[src/rtl/fifo_ctrl_v2_pkg.sv]
`default_nettype none
// ============================================================================
//  Module      : fifo_ctrl_v2_pkg
//  Description : Shared defaults, pointer type and read-mode encoding for the
//                fifo_ctrl_v2 FIFO controller.
//  Revision    : 1.0 - initial release
// ============================================================================
package fifo_ctrl_v2_pkg;

    localparam int c_DATA_WIDTH = 8;
    localparam int c_FIFO_DEPTH = 16;
    localparam int c_ADDR_WIDTH = $clog2(c_FIFO_DEPTH);

    // One extra MSB distinguishes full from empty when the addresses match
    typedef logic [c_ADDR_WIDTH:0] ptr_t;

    typedef enum logic {
        RD_STD  = 1'b0,
        RD_FWFT = 1'b1
    } read_mode_e;

    // Maps the integer FWFT parameter onto the read-mode enum
    function automatic read_mode_e mode_from_param(input int fwft);
        return (fwft != 0) ? RD_FWFT : RD_STD;
    endfunction

endpackage
`default_nettype wire

[src/rtl/fifo_mem_2p.sv]
`default_nettype none
// ============================================================================
//  Module      : fifo_mem_2p
//  Description : Simple dual-port register array: one synchronous write port,
//                one asynchronous read port. Contents are not reset.
//  Revision    : 1.0 - initial release
// ============================================================================
module fifo_mem_2p #(
    parameter int DATA_WIDTH = 8,
    parameter int ADDR_WIDTH = 4
) (
    input  logic                  clk,
    input  logic                  i_we,
    input  logic [ADDR_WIDTH-1:0] i_waddr,
    input  logic [DATA_WIDTH-1:0] i_wdata,
    input  logic [ADDR_WIDTH-1:0] i_raddr,
    output logic [DATA_WIDTH-1:0] o_rdata
);

    logic [DATA_WIDTH-1:0] r_mem [2**ADDR_WIDTH];

    // Store the write word; no reset so the array maps onto plain registers/RAM
    always_ff @(posedge clk) begin
        if (i_we) begin
            r_mem[i_waddr] <= i_wdata;
        end
    end

    assign o_rdata = r_mem[i_raddr];

endmodule
`default_nettype wire

[src/rtl/fifo_ctrl_v2.sv]
`default_nettype none
// ============================================================================
//  Module      : fifo_ctrl_v2
//  Description : Full-depth synchronous FIFO with occupancy count, almost
//                flags, sticky overflow/underflow, synchronous flush and
//                selectable standard / first-word-fall-through read.
//  Revision    : 2.0 - count, almost flags, error flags, flush, FWFT mode
// ============================================================================
module fifo_ctrl_v2
    import fifo_ctrl_v2_pkg::*;
#(
    parameter int DATA_WIDTH = c_DATA_WIDTH,
    parameter int FIFO_DEPTH = c_FIFO_DEPTH,
    parameter int ADDR_WIDTH = $clog2(FIFO_DEPTH),
    parameter int AF_LEVEL   = FIFO_DEPTH - 2,
    parameter int AE_LEVEL   = 2,
    parameter int FWFT       = 0
) (
    input  logic                  clk,
    input  logic                  reset,
    input  logic                  flush,
    input  logic                  clear_err,
    input  logic [DATA_WIDTH-1:0] data_in,
    input  logic                  Wr_enable,
    input  logic                  Read_enable,
    output logic [DATA_WIDTH-1:0] data_out,
    output logic                  data_valid,
    output logic                  full,
    output logic                  empty,
    output logic                  almost_full,
    output logic                  almost_empty,
    output logic [ADDR_WIDTH:0]   count,
    output logic                  overflow,
    output logic                  underflow
);

    localparam logic [ADDR_WIDTH:0] c_DEPTH = (ADDR_WIDTH+1)'(FIFO_DEPTH);
    localparam logic [ADDR_WIDTH:0] c_AF    = (ADDR_WIDTH+1)'(AF_LEVEL);
    localparam logic [ADDR_WIDTH:0] c_AE    = (ADDR_WIDTH+1)'(AE_LEVEL);
    localparam logic [ADDR_WIDTH:0] c_ONE   = (ADDR_WIDTH+1)'(1);
    localparam read_mode_e          c_MODE  = mode_from_param(FWFT);

    logic [ADDR_WIDTH:0]   r_wr_ptr;
    logic [ADDR_WIDTH:0]   r_rd_ptr;
    logic [ADDR_WIDTH:0]   r_count;
    logic                  r_overflow;
    logic                  r_underflow;
    logic                  w_full;
    logic                  w_empty;
    logic                  w_wr_acc;
    logic                  w_rd_acc;
    logic                  w_wr_rej;
    logic                  w_rd_rej;
    logic [DATA_WIDTH-1:0] w_rd_data;

    // Full: same slot, opposite lap. Empty: pointers identical.
    assign w_full  = (r_wr_ptr[ADDR_WIDTH] != r_rd_ptr[ADDR_WIDTH]) &&
                     (r_wr_ptr[ADDR_WIDTH-1:0] == r_rd_ptr[ADDR_WIDTH-1:0]);
    assign w_empty = (r_wr_ptr == r_rd_ptr);

    // Flush overrides any transfer in the same cycle and never raises errors
    assign w_wr_acc = Wr_enable   & ~w_full  & ~flush;
    assign w_rd_acc = Read_enable & ~w_empty & ~flush;
    assign w_wr_rej = Wr_enable   &  w_full  & ~flush;
    assign w_rd_rej = Read_enable &  w_empty & ~flush;

    fifo_mem_2p #(
        .DATA_WIDTH (DATA_WIDTH),
        .ADDR_WIDTH (ADDR_WIDTH)
    ) u_mem (
        .clk     (clk),
        .i_we    (w_wr_acc),
        .i_waddr (r_wr_ptr[ADDR_WIDTH-1:0]),
        .i_wdata (data_in),
        .i_raddr (r_rd_ptr[ADDR_WIDTH-1:0]),
        .o_rdata (w_rd_data)
    );

    // Advance pointers and occupancy on accepted transfers; flush rewinds all
    always_ff @(posedge clk or negedge reset) begin
        if (!reset) begin
            r_wr_ptr <= '0;
            r_rd_ptr <= '0;
            r_count  <= '0;
        end else if (flush) begin
            r_wr_ptr <= '0;
            r_rd_ptr <= '0;
            r_count  <= '0;
        end else begin
            if (w_wr_acc) begin
                r_wr_ptr <= r_wr_ptr + c_ONE;
            end
            if (w_rd_acc) begin
                r_rd_ptr <= r_rd_ptr + c_ONE;
            end
            case ({w_wr_acc, w_rd_acc})
                2'b10:   r_count <= r_count + c_ONE;
                2'b01:   r_count <= r_count - c_ONE;
                default: r_count <= r_count;
            endcase
        end
    end

    // Sticky error flags; a new error in the clear cycle keeps the flag set
    always_ff @(posedge clk or negedge reset) begin
        if (!reset) begin
            r_overflow  <= 1'b0;
            r_underflow <= 1'b0;
        end else begin
            r_overflow  <= w_wr_rej | (r_overflow  & ~clear_err);
            r_underflow <= w_rd_rej | (r_underflow & ~clear_err);
        end
    end

    generate
        if (c_MODE == RD_FWFT) begin : g_fwft
            // Head word is presented directly from storage while not empty
            assign data_out   = w_rd_data;
            assign data_valid = ~w_empty;
        end else begin : g_std
            logic [DATA_WIDTH-1:0] r_data_out;
            logic                  r_data_valid;

            // Capture the popped head word; valid pulses for one cycle per pop
            always_ff @(posedge clk or negedge reset) begin
                if (!reset) begin
                    r_data_out   <= '0;
                    r_data_valid <= 1'b0;
                end else begin
                    r_data_valid <= w_rd_acc;
                    if (w_rd_acc) begin
                        r_data_out <= w_rd_data;
                    end
                end
            end

            assign data_out   = r_data_out;
            assign data_valid = r_data_valid;
        end
    endgenerate

    assign full         = w_full;
    assign empty        = w_empty;
    assign count        = r_count;
    assign almost_full  = (r_count >= c_AF);
    assign almost_empty = (r_count <= c_AE);
    assign overflow     = r_overflow;
    assign underflow    = r_underflow;

endmodule
`default_nettype wire
[config.mk]
export PLATFORM = sky130hd
export DESIGN_NAME = fifo_ctrl_v2
export DESIGN_NICKNAME = d
export VERILOG_FILES = /design/src/rtl/fifo_ctrl_v2_pkg.sv /design/src/rtl/fifo_mem_2p.sv /design/src/rtl/fifo_ctrl_v2.sv
export SDC_FILE = /design/constraint.sdc
export NUM_CORES = 1
export LEC_CHECK = 0
export ABC_AREA = 1
export CAP_MARGIN = 20
export CORE_MARGIN = 1
export CORE_UTILIZATION = 30
export DETAILED_ROUTE_END_ITERATION = 12
export GPL_ROUTABILITY_DRIVEN = 0
export PLACE_DENSITY = 0.46
export SYNTH_ARGS = -nofsm -noshare
export SYNTH_HDL_FRONTEND = slang
export SYNTH_SLANG_ARGS = --single-unit
[constraint.sdc]
create_clock -name clk -period 3.01 [get_ports clk]
set_input_delay 0.7525 -clock clk [delete_from_list [all_inputs] [get_ports clk]]
set_output_delay 0.7525 -clock clk [all_outputs]
set_load 0.1 [all_outputs]
==> run_summary.xml, run 1 <==
<?xml version="1.0" encoding="UTF-8"?>
<metrics>
  <group name="synthesis">
    <metric name="synth_enable_flop_cells" unit="">128</metric>
    <metric name="yosysSeqAreaShare" unit="">0.693</metric>
    <metric name="post_synth_xor_area_fraction" unit="">0.00540</metric>
    <metric name="mappedNetlistArea" unit="um^2">6490</metric>
    <metric name="synthMostInstantiatedCell" unit="">edfxtp_1</metric>
    <metric name="synth_top_area_share" unit="">0.593</metric>
    <metric name="synth_simple_gate_area_share" unit="">0.130</metric>
    <metric name="post_synth_most_frequent_cells" unit="">edfxtp_1, nor2_1, o21ai_0, nand2_1, dfrtp_1</metric>
    <metric name="yosys_register_bits" unit="">154</metric>
    <metric name="async_reset_ff_frac" unit="">0.169</metric>
    <metric name="yosys-mux-area-fraction" unit="">0</metric>
    <metric name="postSynth.topFlopCell" unit="">edfxtp_1</metric>
    <metric name="post_synthesis_net_count" unit="">571</metric>
    <metric name="yosys_warnings" unit="">0</metric>
    <metric name="synth_fa_ha_area_frac" unit="">0.0185</metric>
    <metric name="synth_top_family_by_area" unit="">simple AND/OR/NAND/NOR gates</metric>
    <metric name="synth_compound_gate_area_share" unit="">0.119</metric>
    <metric name="syn-instance-count" unit="">548</metric>
    <metric name="post_synth_main_area_contributors" unit="">edfxtp_1, dfrtp_1, nor2_1</metric>
    <metric name="post_synth.cell_area_avg" unit="um^2">11.8</metric>
    <metric name="synth.distinct_cells" unit="">35</metric>
    <metric name="netlist.top_cell.by_area" unit="">edfxtp_1</metric>
  </group>
  <group name="clock_network">
    <metric name="cts_buffers" unit="">17</metric>
    <metric name="tritoncts_num_sinks" unit="">154</metric>
    <metric name="cts.repair_timing.setup_buffer_count" unit="">0</metric>
    <metric name="clock_tree.root_cell" unit="">clkbuf_16</metric>
    <metric name="ctsHtreeMaxLevel" unit="">4</metric>
    <metric name="insertion_delay_to_the_later_sink_of_the_worst_skew_pair" unit="ns">0.41</metric>
    <metric name="cts.path.max_buffers" unit="">2</metric>
    <metric name="hold_buffer_count_at_cts" unit="">0</metric>
    <metric name="cts_tree" unit="">built</metric>
    <metric name="post_cts_resize_count" unit="">0</metric>
    <metric name="clkTransAtPathRegs" unit="ns">0.06</metric>
  </group>
  <group name="critical_path">
    <metric name="timing.critical_path.to_type" unit="">output pin</metric>
    <metric name="worst-endpoint-required" unit="ns">2.26</metric>
    <metric name="critPathArrivalTime" unit="ns">1.74</metric>
    <metric name="crit_type" unit="">reg -&gt; out</metric>
    <metric name="startpoint_type" unit="">register</metric>
    <metric name="critical_path_peak_fanout" unit="">12</metric>
  </group>
  <group name="final_layout">
    <metric name="layout-drive-gt1-share" unit="">0.162</metric>
    <metric name="num-nets-final" unit="">627</metric>
    <metric name="utilization" unit="">0.373</metric>
    <metric name="insertedDiodeCount" unit="">0</metric>
    <metric name="flow.area_growth_from_synthesis" unit="%">21.3</metric>
  </group>
  <group name="sta">
    <metric name="slew_headroom" unit="">0.486</metric>
    <metric name="fin_worst_skew" unit="ns">0.00800</metric>
    <metric name="final.period_utilization" unit="">0.829</metric>
    <metric name="highest_attainable_clock_frequency" unit="GHz">0.401</metric>
    <metric name="period_minus_slack" unit="ns">2.50</metric>
    <metric name="totalNegativeSetupSlack" unit="ns">0</metric>
    <metric name="final-max-slew-violation-count" unit="">0</metric>
    <metric name="setup_viol" unit="">0</metric>
    <metric name="tightestPinTransition" unit="ns">0.768</metric>
    <metric name="finalHoldWorstSlack" unit="ns">0.540</metric>
    <metric name="rsz0062_at_grt" unit="">false</metric>
    <metric name="final_hold_viol_count" unit="">0</metric>
    <metric name="layout_setup_ws" unit="ns">0.515</metric>
  </group>
  <group name="floorplanning">
    <metric name="top_level_pins" unit="">34</metric>
    <metric name="die_area" unit="um^2">22200</metric>
    <metric name="fp.coreArea" unit="um^2">21100</metric>
    <metric name="floorplan.die.height" unit="um">149</metric>
    <metric name="rows" unit="">53</metric>
    <metric name="die_w" unit="um">149</metric>
    <metric name="floorplan.initialDensity" unit="">0.308</metric>
  </group>
  <group name="outcome">
    <metric name="status" unit="">completed</metric>
  </group>
  <group name="drt">
    <metric name="dr.pass1.iters" unit="">5</metric>
    <metric name="totalWireLength" unit="um">16400</metric>
    <metric name="route.antenna.remaining_nets" unit="">0</metric>
    <metric name="dr.first_iter.drc_count" unit="">278</metric>
    <metric name="wl_per_cell" unit="um">18.4</metric>
    <metric name="num_vias" unit="">4286</metric>
    <metric name="post_drt_via_cell_ratio" unit="">4.81</metric>
    <metric name="drc_errors" unit="">0</metric>
  </group>
  <group name="grt">
    <metric name="track_usage" unit="">0.155</metric>
    <metric name="first_global_vias" unit="">4215</metric>
    <metric name="number_of_antenna_violations_at_the_first_check_in_global_routing" unit="">0</metric>
    <metric name="grt_first_pass_wirelength" unit="um">25100</metric>
    <metric name="grt_start_max_net_pins" unit="">68</metric>
    <metric name="grt_remaining_overflow" unit="">0</metric>
  </group>
  <group name="placed_design">
    <metric name="placement.setup.worst_slack" unit="ns">0.135</metric>
    <metric name="port-buffer-count" unit="">33</metric>
    <metric name="place.detailed.hpwl" unit="um">10500</metric>
  </group>
  <group name="hold_path">
    <metric name="timing.hold.worst.class" unit="">reg -&gt; reg</metric>
  </group>
  <group name="power_and_ir_drop">
    <metric name="ir_worst_vdd" unit="uV">296</metric>
    <metric name="ratio_of_total_power_to_cell_area" unit="nW/um^2">781</metric>
    <metric name="p_leak" unit="nW">2.85</metric>
  </group>
  <group name="run">
    <metric name="max_cap_viol_count" unit="">0</metric>
  </group>
</metrics>
area by class of cell:
cell class / instances / area [um^2]
inverter: 27 / 106
fill: 2054 / 13200
sequential: 154 / 4500
tap: 275 / 344
multi-input combinational: 341 / 1800
clock buffer: 22 / 444
clock inverter: 9 / 148
timing repair buffer: 63 / 531
final timing paths:
path / from / end / slack (ns) / cells past startpoint
hold reg to reg: overflow$_DFF_PN0_ / overflow$_DFF_PN0_ / 0.54 / 2
setup reg to reg: r_rd_ptr[2]$_DFFE_PN0P_ / count[4]$_DFFE_PN0P_ / 0.60 / 17
setup / recovery: r_rd_ptr[2]$_DFFE_PN0P_ / full / 0.51 / 7
min in group asynchronous: reset / count[1]$_DFFE_PN0P_ / 0.72 / 2
max in group asynchronous: reset / r_rd_ptr[0]$_DFFE_PN0P_ / 1.99 / 2
hold / removal: overflow$_DFF_PN0_ / overflow$_DFF_PN0_ / 0.54 / 2
routing by layer:
layer	global-route usage	wire, um	vias to the layer above	part of all wire
met5	0	0	-	0
met4	0.0490	168	0	0.010
met3	0.0269	613	13	0.037
met2	0.238	7540	85	0.46
met1	0.223	8040	2121	0.49
li1	-	-	2067	-
worst max-delay path: stages (launching register included):
cell and delay [ns]:
dfrtp_1 0.39, buf_4 0.20, nand2_2 0.08, nand2_2 0.06
nor2_4 0.14, nand3_2 0.15, inv_1 0.13, buf_12 0.18
registers in the layout (all words and copies together) (netlist names):
register,flops
overflow,1
underflow,1
data_valid,1
count,5
data_out,8
u_mem.r_mem,128
r_wr_ptr,5
r_rd_ptr,5
stage by stage:
stage               area [um^2]  instances  power (W)
floorplan                  6520        548    0.00362
global placement           7280        860    0.00404
detailed placement         7280        860    0.00405
CTS                        7870        891    0.00621
global route               7870        891    0.00637
finish                     7870        891    0.00615
logic make-up after synthesis:
group | Yosys count
and+or+nand+nor | 193
buffers and inverters | 53
adders and majority gates | 9
DFF | 154
AOI/OAI and AO/OA | 135
xor gates and xnor gates | 4
cells in the final DEF (no fill, tap or decap), types with 3 or more instances in the layout:
cell type,instances
a31oi_1,7
o22ai_1,19
nand2_2,6
nand2_1,49
dfrtp_1,25
nor2_1,108
ha_1,8
bufinv_16,4
inv_2,4
clkbuf_16,17
clkbuf_1,5
edfxtp_1,128
clkdlybuf4s50_1,13
a21oi_1,13
nor3_1,3
nand3_1,18
buf_4,48
clkinv_2,3
o21ai_2,3
o211ai_1,15
xnor2_1,3
o21ai_0,73
inv_1,21
report_power, final:
part,leakage (nW),switching (W),total (W),internal (W)
registers,1.48,0.0000895,0.00249,0.00240
clock network,0.289,0.000782,0.00216,0.00138
logic,1.08,0.00115,0.00150,0.000350
total,2.85,0.00202,0.00615,0.00413
Power figures use the tool's default switching activity.
==> run 2, diff against run 1 <==
--- a/config.mk
+++ b/config.mk
@@ -11,7 +11,7 @@
 export CORE_UTILIZATION = 30
 export DETAILED_ROUTE_END_ITERATION = 12
 export GPL_ROUTABILITY_DRIVEN = 0
-export PLACE_DENSITY = 0.46
+export PLACE_DENSITY = 0.47
 export SYNTH_ARGS = -nofsm -noshare
 export SYNTH_HDL_FRONTEND = slang
 export SYNTH_SLANG_ARGS = --single-unit
==> constraint.sdc (replaced) <==
create_clock -name clk -period 2.05 [get_ports clk]
set_input_delay 0.5125 -clock clk [delete_from_list [all_inputs] [get_ports clk]]
set_output_delay 0.5125 -clock clk [all_outputs]
set_load 0.1 [all_outputs]
==> run 2 against run 1 <==
  * The flow now finishes with violations (setup timing)
  * Final area increased by 7.8%
  * Register-to-register slack got worse by 0.71 ns
  * Critical path depth increased by 1
  * Non-clock buffer count increased by 41
  * Clock skew increased by 0.0041 ns
==> run_summary.xml, run 2 (synthesized netlist as in run 1, its figures left out) <==
<?xml version="1.0" encoding="UTF-8"?>
<metrics>
  <group name="grt">
    <metric name="number_of_antenna_violations_at_the_first_check_in_global_routing" unit="">0</metric>
    <metric name="grt_remaining_overflow" unit="">0</metric>
    <metric name="grt_first_pass_wirelength" unit="um">25700</metric>
    <metric name="track_usage" unit="">0.160</metric>
    <metric name="first_global_vias" unit="">4400</metric>
    <metric name="grt_start_max_net_pins" unit="">68</metric>
  </group>
  <group name="clock_network">
    <metric name="clkTransAtPathRegs" unit="ns">0.06</metric>
    <metric name="cts_buffers" unit="">17</metric>
    <metric name="hold_buffer_count_at_cts" unit="">0</metric>
    <metric name="ctsHtreeMaxLevel" unit="">4</metric>
    <metric name="clock_tree.root_cell" unit="">clkbuf_16</metric>
    <metric name="cts_tree" unit="">built</metric>
    <metric name="tritoncts_num_sinks" unit="">154</metric>
    <metric name="cts.path.max_buffers" unit="">2</metric>
    <metric name="insertion_delay_to_the_later_sink_of_the_worst_skew_pair" unit="ns">0.42</metric>
  </group>
  <group name="sta">
    <metric name="final_hold_viol_count" unit="">0</metric>
    <metric name="period_minus_slack" unit="ns">2.24</metric>
    <metric name="tightestPinTransition" unit="ns">0.704</metric>
    <metric name="final.period_utilization" unit="">1.09</metric>
    <metric name="finalHoldWorstSlack" unit="ns">0.469</metric>
    <metric name="final-max-slew-violation-count" unit="">0</metric>
    <metric name="rsz0062_at_grt" unit="">true</metric>
    <metric name="slew_headroom" unit="">0.531</metric>
    <metric name="fin_worst_skew" unit="ns">0.0121</metric>
    <metric name="layout_setup_ws" unit="ns">-0.188</metric>
    <metric name="highest_attainable_clock_frequency" unit="GHz">0.447</metric>
    <metric name="totalNegativeSetupSlack" unit="ns">-0.383</metric>
    <metric name="setup_viol" unit="">3</metric>
  </group>
  <group name="floorplanning">
    <metric name="die_w" unit="um">149</metric>
    <metric name="die_area" unit="um^2">22200</metric>
    <metric name="top_level_pins" unit="">34</metric>
    <metric name="rows" unit="">53</metric>
    <metric name="fp.coreArea" unit="um^2">21100</metric>
    <metric name="floorplan.die.height" unit="um">149</metric>
    <metric name="floorplan.initialDensity" unit="">0.308</metric>
  </group>
  <group name="drt">
    <metric name="dr.pass1.iters" unit="">4</metric>
    <metric name="dr.first_iter.drc_count" unit="">229</metric>
    <metric name="route.antenna.remaining_nets" unit="">0</metric>
    <metric name="post_drt_via_cell_ratio" unit="">4.74</metric>
    <metric name="drc_errors" unit="">0</metric>
    <metric name="num_vias" unit="">4419</metric>
    <metric name="wl_per_cell" unit="um">18.0</metric>
    <metric name="totalWireLength" unit="um">16800</metric>
  </group>
  <group name="final_layout">
    <metric name="insertedDiodeCount" unit="">0</metric>
    <metric name="layout.filler_cells" unit="">2004</metric>
    <metric name="regMostFlops" unit="">u_mem.r_mem</metric>
    <metric name="layout-drive-gt1-share" unit="">0.281</metric>
    <metric name="flow.area_growth_from_synthesis" unit="%">30.8</metric>
    <metric name="multi_input_area" unit="um^2">1930</metric>
    <metric name="layout.cells.most_common" unit="">edfxtp_1</metric>
    <metric name="seqCellArea" unit="um^2">4510</metric>
    <metric name="num-nets-final" unit="">668</metric>
    <metric name="largest_register_ff_count" unit="">128</metric>
    <metric name="layout_common_cells" unit="">edfxtp_1, nor2_1, o21ai_0</metric>
  </group>
  <group name="run">
    <metric name="max_cap_viol_count" unit="">0</metric>
  </group>
  <group name="hold_path">
    <metric name="timing.hold.worst.class" unit="">in -&gt; async</metric>
  </group>
  <group name="critical_path">
    <metric name="crit_type" unit="">reg -&gt; out</metric>
    <metric name="startpoint_type" unit="">register</metric>
    <metric name="rr_worst_depth" unit="">16</metric>
    <metric name="worst-endpoint-required" unit="ns">1.54</metric>
    <metric name="timing.critical_path.to_type" unit="">output pin</metric>
    <metric name="critical_path_peak_fanout" unit="">3</metric>
    <metric name="critPathArrivalTime" unit="ns">1.73</metric>
  </group>
  <group name="power_and_ir_drop">
    <metric name="ir_worst_vdd" unit="uV">407</metric>
    <metric name="total_chip_power" unit="W">0.00922</metric>
    <metric name="p_leak" unit="nW">3.08</metric>
    <metric name="ratio_of_total_power_to_cell_area" unit="nW/um^2">1090</metric>
  </group>
  <group name="outcome">
    <metric name="violations_in_the_final_reports" unit="">setup timing</metric>
    <metric name="status" unit="">finished with violations</metric>
  </group>
  <group name="placed_design">
    <metric name="port-buffer-count" unit="">33</metric>
    <metric name="place.detailed.hpwl" unit="um">10400</metric>
  </group>
</metrics>
## run 2: cell count changes in the layout (fill, tap and decap cells not counted), moves of 8 or more
| cell | before | now |
|---|---|---|
| buf_6 | 0 | 18 |
| buf_4 | 48 | 61 |
| buf_12 | 2 | 12 |
| inv_1 | 21 | 11 |
| nor2_1 | 108 | 98 |
| nor2_2 | 0 | 10 |
| nand2_1 | 49 | 41 |
## run 2: final timing paths
check | from | to | slack (ns)
max | r_rd_ptr[0]$_DFFE_PN0P_ | empty | -0.19
min | reset | r_rd_ptr[1]$_DFFE_PN0P_ | 0.47
max reg2reg | r_rd_ptr[0]$_DFFE_PN0P_ | count[4]$_DFFE_PN0P_ | -0.11
min reg2reg | underflow$_DFF_PN0_ | underflow$_DFF_PN0_ | 0.54
min in group clk | underflow$_DFF_PN0_ | underflow$_DFF_PN0_ | 0.54
max in group asynchronous | reset | count[2]$_DFFE_PN0P_ | 1.26
## run 2: metal layers
layer	vias to the layer above	wire, um	track usage
li1	2152	-	-
met1	2175	7960	0.219
met2	75	8060	0.257
met3	17	557	0.0309
met4	0	250	0.0490
met5	-	0	0
## run 2: timing repair
action                                  CTS  global route
endpoints found under the setup margin  132           136
gates cloned                              0             0
pin swaps                                13            15
resized for setup                        15            37
buffers inserted                         10             7
## run 2: power breakdown
group | switching, W | internal [W] | leakage, nW
Combinational | 0.00175 | 0.000821 | 1.34
Sequential | 0.000166 | 0.00354 | 1.47
Clock | 0.00127 | 0.00168 | 0.266
Total | 0.00318 | 0.00604 | 3.08
## run 2: area by class of cell
cell class              count  area share
flip-flops and latches    154       0.532
multi-input cells         341       0.227
repair buffers            104       0.122
clock buffers              19      0.0510
well taps                 275      0.0406
inverters                  27      0.0142
clock inverters            13      0.0137
## run 2: worst max-delay path, stage by stage, from the launching register on
cell,delay [ns]
dfrtp_2,0.43
nand2_2,0.07
nand2_2,0.06
nor2_4,0.18
nand3_4,0.09
buf_4,0.14
buf_6,0.11
inv_4,0.05
buf_12,0.16
## run 2: through the flow
stage | worst slack, ns | std cells | cell area [um^2] | utilization
2_1_floorplan | -0.339 | 548 | 6590 | -
3_3_place_gp | -0.469 | 884 | 7650 | 0.363
3_5_place_dp | -0.497 | 884 | 7650 | 0.363
4_1_cts | -0.0935 | 926 | 8320 | 0.394
5_1_grt | -0.309 | 933 | 8480 | 0.402
6_report | -0.188 | 933 | 8480 | 0.402
==> run 3, diff against run 2 <==
--- a/config.mk
+++ b/config.mk
@@ -11,7 +11,7 @@
 export CORE_UTILIZATION = 30
 export DETAILED_ROUTE_END_ITERATION = 12
 export GPL_ROUTABILITY_DRIVEN = 0
-export PLACE_DENSITY = 0.47
+export PLACE_DENSITY_LB_ADDON = 0.3
 export SYNTH_ARGS = -nofsm -noshare
 export SYNTH_HDL_FRONTEND = slang
 export SYNTH_SLANG_ARGS = --single-unit
==> run 3 against run 2 <==
  * Clock power about the same
  * Largest cell class unchanged
  * Critical endpoint is now count[4]$_DFFE_PN0P_
  * Setup slack better by 0.11 ns
  * The flow still finishes with violations (setup timing)
  * Register-to-register slack better by 0.03 ns
  * Combinational power up 2%
==> run_summary.xml, run 3 (synthesized netlist as in run 1, its figures left out) <==
<?xml version="1.0" encoding="UTF-8"?>
<metrics>
  <group name="floorplanning">
    <metric name="fp.coreArea" unit="um^2">21100</metric>
    <metric name="die_area" unit="um^2">22200</metric>
    <metric name="top_level_pins" unit="">34</metric>
    <metric name="floorplan.die.height" unit="um">149</metric>
    <metric name="rows" unit="">53</metric>
    <metric name="die_w" unit="um">149</metric>
    <metric name="floorplan.initialDensity" unit="">0.308</metric>
  </group>
  <group name="final_layout">
    <metric name="design_area" unit="um^2">8420</metric>
    <metric name="regMostFlops" unit="">u_mem.r_mem</metric>
    <metric name="layout.cells.most_common" unit="">edfxtp_1</metric>
    <metric name="insertedDiodeCount" unit="">0</metric>
    <metric name="flow.area_growth_from_synthesis" unit="%">29.8</metric>
    <metric name="num-nets-final" unit="">669</metric>
    <metric name="largest_register_ff_count" unit="">128</metric>
    <metric name="layout-drive-gt1-share" unit="">0.270</metric>
    <metric name="layout_common_cells" unit="">edfxtp_1, nor2_1, buf_4</metric>
  </group>
  <group name="grt">
    <metric name="met3_capacity_usage_during_global_routing" unit="">0.0364</metric>
    <metric name="grt_first_pass_wirelength" unit="um">25400</metric>
    <metric name="track_usage" unit="">0.156</metric>
    <metric name="grt_remaining_overflow" unit="">0</metric>
    <metric name="number_of_antenna_violations_at_the_first_check_in_global_routing" unit="">0</metric>
    <metric name="global_route.peak_usage_layer" unit="">met2</metric>
    <metric name="grt_start_max_net_pins" unit="">68</metric>
    <metric name="grt_use_met2" unit="">0.230</metric>
    <metric name="gr-usage-met1" unit="">0.228</metric>
    <metric name="first_global_vias" unit="">4329</metric>
  </group>
  <group name="critical_path">
    <metric name="critical_path_peak_fanout" unit="">3</metric>
    <metric name="crit_type" unit="">reg -&gt; reg</metric>
    <metric name="worst-endpoint-required" unit="ns">2.36</metric>
    <metric name="startpoint_type" unit="">register</metric>
    <metric name="critPathArrivalTime" unit="ns">2.44</metric>
    <metric name="timing.critical_path.to_type" unit="">register</metric>
  </group>
  <group name="clock_network">
    <metric name="tritoncts_num_sinks" unit="">154</metric>
    <metric name="clkTransAtPathRegs" unit="ns">0.07</metric>
    <metric name="cts_tree" unit="">built</metric>
    <metric name="cts_buffers" unit="">17</metric>
    <metric name="clock_tree.root_cell" unit="">clkbuf_16</metric>
    <metric name="insertion_delay_to_the_later_sink_of_the_worst_skew_pair" unit="ns">0.42</metric>
    <metric name="cts.path.max_buffers" unit="">2</metric>
    <metric name="ctsHtreeMaxLevel" unit="">4</metric>
  </group>
  <group name="sta">
    <metric name="highest_attainable_clock_frequency" unit="GHz">0.470</metric>
    <metric name="tightestPinTransition" unit="ns">0.702</metric>
    <metric name="final-max-slew-violation-count" unit="">0</metric>
    <metric name="slew_headroom" unit="">0.532</metric>
    <metric name="period_minus_slack" unit="ns">2.13</metric>
    <metric name="final.period_utilization" unit="">1.04</metric>
    <metric name="totalNegativeSetupSlack" unit="ns">-0.199</metric>
    <metric name="setup_viol" unit="">3</metric>
    <metric name="final_hold_viol_count" unit="">0</metric>
    <metric name="fin_worst_skew" unit="ns">0.00892</metric>
    <metric name="rsz0062_at_grt" unit="">true</metric>
    <metric name="layout_setup_ws" unit="ns">-0.0793</metric>
  </group>
  <group name="power_and_ir_drop">
    <metric name="p_leak" unit="nW">3.07</metric>
    <metric name="p_seq_frac" unit="">0.400</metric>
    <metric name="ir_worst_vdd" unit="uV">577</metric>
    <metric name="p_sw_frac" unit="">0.343</metric>
    <metric name="combinationalPowerShare" unit="">0.284</metric>
    <metric name="ratio_of_total_power_to_cell_area" unit="nW/um^2">1100</metric>
    <metric name="cellInternalPower" unit="W">0.00608</metric>
    <metric name="clock_power_share" unit="">0.317</metric>
    <metric name="p_sw" unit="W">0.00318</metric>
  </group>
  <group name="outcome">
    <metric name="violations_in_the_final_reports" unit="">setup timing</metric>
    <metric name="status" unit="">finished with violations</metric>
  </group>
  <group name="placed_design">
    <metric name="detailed_place.area" unit="um^2">7710</metric>
    <metric name="place.detailed.hpwl" unit="um">10300</metric>
    <metric name="port-buffer-count" unit="">33</metric>
  </group>
  <group name="drt">
    <metric name="drc_errors" unit="">0</metric>
    <metric name="post_drt_via_cell_ratio" unit="">4.80</metric>
    <metric name="route.antenna.remaining_nets" unit="">0</metric>
    <metric name="totalWireLength" unit="um">16300</metric>
    <metric name="num_vias" unit="">4481</metric>
    <metric name="dr.pass1.iters" unit="">5</metric>
    <metric name="dr.first_iter.drc_count" unit="">369</metric>
    <metric name="wl_per_cell" unit="um">17.4</metric>
  </group>
  <group name="run">
    <metric name="max_cap_viol_count" unit="">0</metric>
  </group>
  <group name="hold_path">
    <metric name="timing.hold.worst.class" unit="">in -&gt; async</metric>
  </group>
</metrics>
## run 3: critical path: stages (launching register included)
cell and delay (ns):
dfrtp_1 0.40, inv_1 0.08, nand2_1 0.06, nand2_2 0.09
nor2_4 0.05, nand3_4 0.08, buf_6 0.12, nand2_8 0.05
inv_6 0.06, nand2_8 0.05, fa_2 0.34, nand3b_1 0.18
nand2_1 0.07, nand2_1 0.05, nand2_1 0.08, inv_1 0.04
nand3_1 0.07, nand2_1 0.05, nand3_1 0.06, nand2_1 0.05
## run 3: through the flow
step	instances	power (W)	hold WS (ns)	util	worst slack, ns
global route	934	0.00962	0.537	0.399	-0.228
floorplan	548	0.00537	0.217	-	-0.339
CTS	931	0.00928	0.503	0.397	-0.113
finish	934	0.00926	0.498	0.399	-0.0793
detailed placement	890	0.00629	0.537	0.365	-0.531
global placement	890	0.00626	0.518	0.365	-0.491
## run 3: area by class of cell
type	count	area [um^2]
clock buffer	18	429
clock inverter	14	123
fill	1998	12700
inverter	27	120
multi-input combinational	341	1900
sequential	154	4510
tap	275	344
timing repair buffer	105	995
## run 3: what timing repair did
action | in CTS | in global routing
pin swaps | 12 | 7
resized for setup | 15 | 12
setup buffers | 9 | 3
setup endpoints to repair | 132 | 137
cloned | 0 | 0
hold buffers | 0 | 0
## run 3: worst paths after layout
kind                                          from                 endpoint  slack, ns  depth (start not counted)
hold / removal                               reset  data_out[7]$_DFFE_PN0P_       0.50                          1
min in group clk               underflow$_DFF_PN0_      underflow$_DFF_PN0_       0.55                          2
setup reg to reg           r_rd_ptr[1]$_DFFE_PN0P_     count[4]$_DFFE_PN0P_      -0.08                         19
max in group asynchronous                    reset  data_out[0]$_DFFE_PN0P_       0.95                          2
setup / recovery           r_rd_ptr[1]$_DFFE_PN0P_     count[4]$_DFFE_PN0P_      -0.08                         19
hold reg to reg                underflow$_DFF_PN0_      underflow$_DFF_PN0_       0.55                          2
## run 3: metal layers
layer	wire, um	vias to the layer above
li1	-	2154
met1	7850	2194
met2	7360	123
met3	933	10
met4	139	0
met5	0	-
## run 3: power by group through the flow
| stage | combinational [W] | sequential, W | clock [W] |
|---|---|---|---|
| global placement | 0.00248 | 0.00378 | 0 |
| floorplan | 0.000902 | 0.00447 | 0 |
| detailed placement | 0.00251 | 0.00378 | 0 |
| CTS | 0.00259 | 0.00370 | 0.00299 |
| global route | 0.00278 | 0.00371 | 0.00313 |
| finish | 0.00263 | 0.00370 | 0.00293 |
